## config.mk

```make
export PLATFORM = sky130hd
export DESIGN_NAME = down_count_timer
export DESIGN_NICKNAME = d
export VERILOG_FILES = /design/src/rtl/down_count_timer_pkg.sv /design/src/rtl/down_count_timer_reload_reg.sv /design/src/rtl/down_count_timer.sv
export SDC_FILE = /design/constraint.sdc
export NUM_CORES = 1
export LEC_CHECK = 0
export CAP_MARGIN = 25
export CORE_MARGIN = 2
export CORE_UTILIZATION = 42
export DETAILED_ROUTE_END_ITERATION = 16
export HOLD_SLACK_MARGIN = 0.06
export MAX_ROUTING_LAYER = met4
export PLACE_DENSITY = 0.75
export SLEW_MARGIN = 15
export SYNTH_ARGS = -nofsm -noshare
export SYNTH_HDL_FRONTEND = slang
export SYNTH_SLANG_ARGS = --single-unit
```

## constraint.sdc

```tcl
create_clock -name clock -period 1.8 [get_ports clock]
set_input_delay 0.36 -clock clock [delete_from_list [all_inputs] [get_ports clock]]
set_output_delay 0.36 -clock clock [all_outputs]
set_load 0.02 [all_outputs]
```

## src/rtl/down_count_timer_pkg.sv

```systemverilog
// Shared timer definitions: FSM state encoding and default counter width.
// Latency: n/a (types and constants only).
// Backpressure: n/a.
package timer_pkg;

    localparam int unsigned TIMER_WIDTH_DEFAULT = 8;

    // Two-bit state encoding shared with future timers in the subsystem.
    typedef enum logic [1:0] {
        IDLE   = 2'd0,
        RUN    = 2'd1,
        HOLD   = 2'd2,
        EXPIRE = 2'd3
    } timer_state_e;

endpackage

```

## src/rtl/down_count_timer_reload_reg.sv

```systemverilog
// Reload value register with write enable, reusable by other timers.
// Latency: a write is visible on o_q the cycle after i_we.
// Backpressure: none; every enabled write is taken.
module reload_reg #(
    parameter int WIDTH = 8
) (
    input  logic             clock,
    input  logic             reset,
    input  logic             i_we,
    input  logic [WIDTH-1:0] i_d,
    output logic [WIDTH-1:0] o_q
);

    logic [WIDTH-1:0] r_q;

    // Capture the new reload value on a write; async clear on reset.
    always_ff @(posedge clock or negedge reset) begin
        if (!reset) begin
            r_q <= '0;
        end else if (i_we) begin
            r_q <= i_d;
        end
    end

    assign o_q = r_q;

endmodule

```

## src/rtl/down_count_timer.sv

```systemverilog
// Loadable down-counting timer with terminal-count pulse and optional auto-reload.
// Latency: load visible next cycle; first decrement one edge after entering RUN.
// Backpressure: load accepted only while load_ready (IDLE/HOLD); dropped otherwise.
module down_count_timer
    import timer_pkg::*;
#(
    parameter int WIDTH = TIMER_WIDTH_DEFAULT
) (
    input  logic             clock,
    input  logic             reset,
    input  logic             load,
    input  logic [WIDTH-1:0] load_value,
    output logic             load_ready,
    input  logic             start,
    input  logic             stop,
    input  logic             auto_reload,
    input  logic             count,
    output logic [WIDTH-1:0] data_o,
    output logic             tc,
    output logic             busy
);

    localparam logic [WIDTH-1:0] ONE = WIDTH'(1);

    timer_state_e     r_state;
    logic [WIDTH-1:0] r_data;

    timer_state_e     w_next_state;
    logic [WIDTH-1:0] w_next_data;
    logic             w_reload_we;
    logic [WIDTH-1:0] w_reload;
    logic             w_data_zero;
    logic             w_reload_zero;

    assign w_data_zero   = (r_data == '0);
    assign w_reload_zero = (w_reload == '0);

    // Every accepted load also refreshes the reload register.
    reload_reg #(
        .WIDTH (WIDTH)
    ) u_reload_reg (
        .clock (clock),
        .reset (reset),
        .i_we  (w_reload_we),
        .i_d   (load_value),
        .o_q   (w_reload)
    );

    // Next-state and next-count decode; stop beats count in RUN, load beats start.
    always_comb begin
        w_next_state = r_state;
        w_next_data  = r_data;
        w_reload_we  = 1'b0;
        case (r_state)
            IDLE: begin
                if (load) begin
                    w_next_data = load_value;
                    w_reload_we = 1'b1;
                end else if (start && !w_data_zero) begin
                    w_next_state = RUN;
                end
            end
            RUN: begin
                if (stop) begin
                    w_next_state = HOLD;
                end else if (count) begin
                    // The 1->0 step always leaves RUN, so the count cannot wrap.
                    if (r_data <= ONE) begin
                        w_next_data  = '0;
                        w_next_state = EXPIRE;
                    end else begin
                        w_next_data = r_data - ONE;
                    end
                end
            end
            HOLD: begin
                if (load) begin
                    w_next_data = load_value;
                    w_reload_we = 1'b1;
                    if (load_value == '0) begin
                        w_next_state = IDLE;
                    end
                end else if (start) begin
                    w_next_state = w_data_zero ? IDLE : RUN;
                end
            end
            EXPIRE: begin
                if (auto_reload && !w_reload_zero) begin
                    w_next_data  = w_reload;
                    w_next_state = RUN;
                end else begin
                    w_next_state = IDLE;
                end
            end
        endcase
    end

    // State and counter registers; reset clears them without waiting for an edge.
    always_ff @(posedge clock or negedge reset) begin
        if (!reset) begin
            r_state <= IDLE;
            r_data  <= '0;
        end else begin
            r_state <= w_next_state;
            r_data  <= w_next_data;
        end
    end

    // Status flags come from the registered state only.
    always_comb begin
        tc         = (r_state == EXPIRE);
        busy       = (r_state == RUN) || (r_state == EXPIRE);
        load_ready = (r_state == IDLE) || (r_state == HOLD);
    end

    assign data_o = r_data;

endmodule

```

==> metrics.txt, run 1 <==
Seq cells post-synth=18; worst-path fanout max=7; CP cell instances=buf_4, ha_2, or2_4, a31o_2, o21ai_0, mux2_4; CTS hold repair buffers=0; detailed-route DRC error count=0; static leakage=0.730 nW; top-area cell type share of the netlist area=around two fifths; Worst Hold Class=input pin to async pin; Routed Antenna Nets=0; Max Cap Violations=0; DR vias/cell=slightly below 6; Mean Syn Cell Area=10.4 µm²; clk root buf=clkbuf_4; Clock Sink Count=18; Post-synth EDFFs=0; max-slew violations=0; worst slack, placed=-0.230 ns; CP max stage cell=dfrtp_2; first-pass GRT wire length=5420 µm; maximum vdd drop=about 0.0012 V; Synth warnings=0; Cell variety after synth=between 40 and 50; Relative slew margins=between 70% and 80%; CP peak stage delay=0.43 ns; Worst setup EP type=flop; Tcrit/Tclk final=98.0%; post-DP HPWL=2470 µm; pin count of the biggest net entering global routing=19; WL final=3300 µm; post-layout util=66.6%; I/O Buffers=25; TritonCTS buffer count=3; Initial Utilization=a little under half; ys flop type=dfrtp_1; placer congestion estimate=a little under 0.9; Total GRT Usage=22.3%; row count=18; chip height=56.4 µm; Slew @ Worst Pin=0.445 ns; most common cell after layout, fill and taps aside=buf_4; top cells by area, synth=dfrtp_1 39%, mux2_2 5.9%, o2bb2ai_1 4.6%; Nets=180; Achievable Freq=between 500 and 600 MHz; sequential area share after synthesis=39.1%; Tmin final=roughly 1.8 ns; Syn Inst Count=approximately 110; Die X=56.4 µm; Req. time, crit path=just over 2 ns; Synth area leader=dfrtp_1; via count=1128; TritonCTS clock tree=yes; most frequent cells in the layout=25 x buf_4, 16 x dfrtp_1, 14 x clkdlybuf4s50_1; Worst-path clk slew=0.11 ns; ys async rst share=100%; area of the mapped netlist=1150 µm²; Worst Skew=0.00672 ns; core area=around 2500 µm²; Worst Path Arrival=a little over 2 ns; worst hold margin=0.352 ns; I/O pin cnt=26; CP bufs+invs=1; Iter 0 DRT Violations=52; Power Dens Cells=1820 nW/µm²; number of antenna violations at the first check in global routing=1; final worst slack=0.0365 ns; kind of cell adding the most delay to the critical path=compound AO/OA/AOI/OAI gates; GRT overflow=0; CP startpoint kind=flop; status=completed; count of final setup violators=0; vias in the first global route=1150; Clock Latency Late Sink=0.32 ns; area added between synthesis and finish=47.0%; synthesized net count=129; Fin. Hold Viols=0; layout cells sized above 1=33.5%; CTS Buffer Depth=2; die area=3180 µm²; critical path type=flop to flop; DR pass1 iterations=5; Avg WL per Cell=17.2 µm; H-tree levels=1
## layout make-up
class	instances	area (µm²)
Antenna cell	1	2.50
Clock buffer	4	36.3
Fill cell	206	851
Inverter	5	18.8
Multi-Input combinational cell	83	696
Sequential cell	18	453
Tap cell	30	37.5
Timing Repair Buffer	51	450
## per-stage QoR
| step | TNS [ns] | power (mW) | cells | instance area [µm²] |
|---|---|---|---|---|
| after floorplan | 0 | 1.88 | 111 | 1160 |
| after global routing | -0.0545 | 3.29 | 192 | 1690 |
| after detailed placement | -1.49 | 2.72 | 186 | 1610 |
| final | 0 | 3.08 | 192 | 1690 |
| after CTS | 0 | 2.95 | 190 | 1640 |
| after global placement | -1.15 | 2.66 | 186 | 1610 |
## worst register-to-register path, stage by stage, from the launching register on
cell     delay [ns]
dfrtp_2        0.43
buf_4          0.14
ha_2           0.17
or2_4          0.27
a31o_2         0.29
o21ai_0        0.21
mux2_4         0.19
## power by group
| part | leakage (nW) | internal, mW | switching [mW] | total (mW) |
|---|---|---|---|---|
| Clock | 0.0210 | 0.124 | 0.141 | 0.265 |
| Combinational | 0.495 | 0.979 | 0.994 | 1.97 |
| Sequential | 0.214 | 0.615 | 0.223 | 0.838 |
| Total | 0.730 | 1.72 | 1.36 | 3.08 |
## Yosys cell counts (all sizes together) (2+ instances only)
library cell  number
and2               2
ha                 3
nand2              5
buf                3
a222oi             4
a31oi              4
nand2b             2
dfrtp             18
o211ai             6
inv                4
nor3               5
mux2               9
nand3              2
nor4               6
o2bb2ai            6
a21oi              2
or3b               2
a311oi             2
nor2               7
o21ai              2
nor2b              2
clkbuf             2
## per-layer routing
metal | track usage (%) | vias up | share of wire, %
li1 | - | 540 | -
met1 | 30.2 | 538 | 45
met2 | 33.4 | 45 | 48
met3 | 3.69 | 5 | 5.3
met4 | 8.84 | 0 | 1.3
met5 | - | - | 0
## registers in the layout, indices dropped and copies added, names as in the netlist
register          cells
data_o                8
u_reload_reg.o_q      8
r_state               2
## path summary, 6_finish.rpt
| kind | startpoint | end | slack, ns | cells after the start |
|---|---|---|---|---|
| min in group clock | u_reload_reg.o_q[5] | u_reload_reg.o_q[5] | 0.54 | 1 |
| setup reg to reg | data_o[0] | data_o[1] | 0.04 | 6 |
| max in group asynchronous | reset | r_state[0] | 1.23 | 2 |
| setup / recovery | data_o[0] | data_o[1] | 0.04 | 6 |
| hold / removal | reset | data_o[6] | 0.35 | 2 |
| hold reg to reg | u_reload_reg.o_q[5] | u_reload_reg.o_q[5] | 0.54 | 1 |
## logic make-up after synthesis
family | count (synthesis) | share of synthesized area (%)
AOI/OAI and AO/OA | 32 | 22.8
muxes | 10 | 9.99
and+or+nand+nor | 38 | 20.7
adders and majority gates | 3 | 3.26
buffers and inverters | 10 | 4.13
DFF | 18 | 39.1
## repair_timing
item,CTS,global route
setup buffers,0,2
setup endpoints to repair,7,11
pin swaps,0,5
hold endpoints to repair,0,0
gates resized for setup,8,13
Power figures use the tool's default switching activity.
==> inputs of run 2 (changes only) <==
--- a/config.mk
+++ b/config.mk
@@ -16,3 +16,4 @@
 export SYNTH_ARGS = -nofsm -noshare
 export SYNTH_HDL_FRONTEND = slang
 export SYNTH_SLANG_ARGS = --single-unit
+export TNS_END_PERCENT = 5
==> results of run 2 <==
Same layout as run 1: the final DEF is identical, and so are final timing and power.
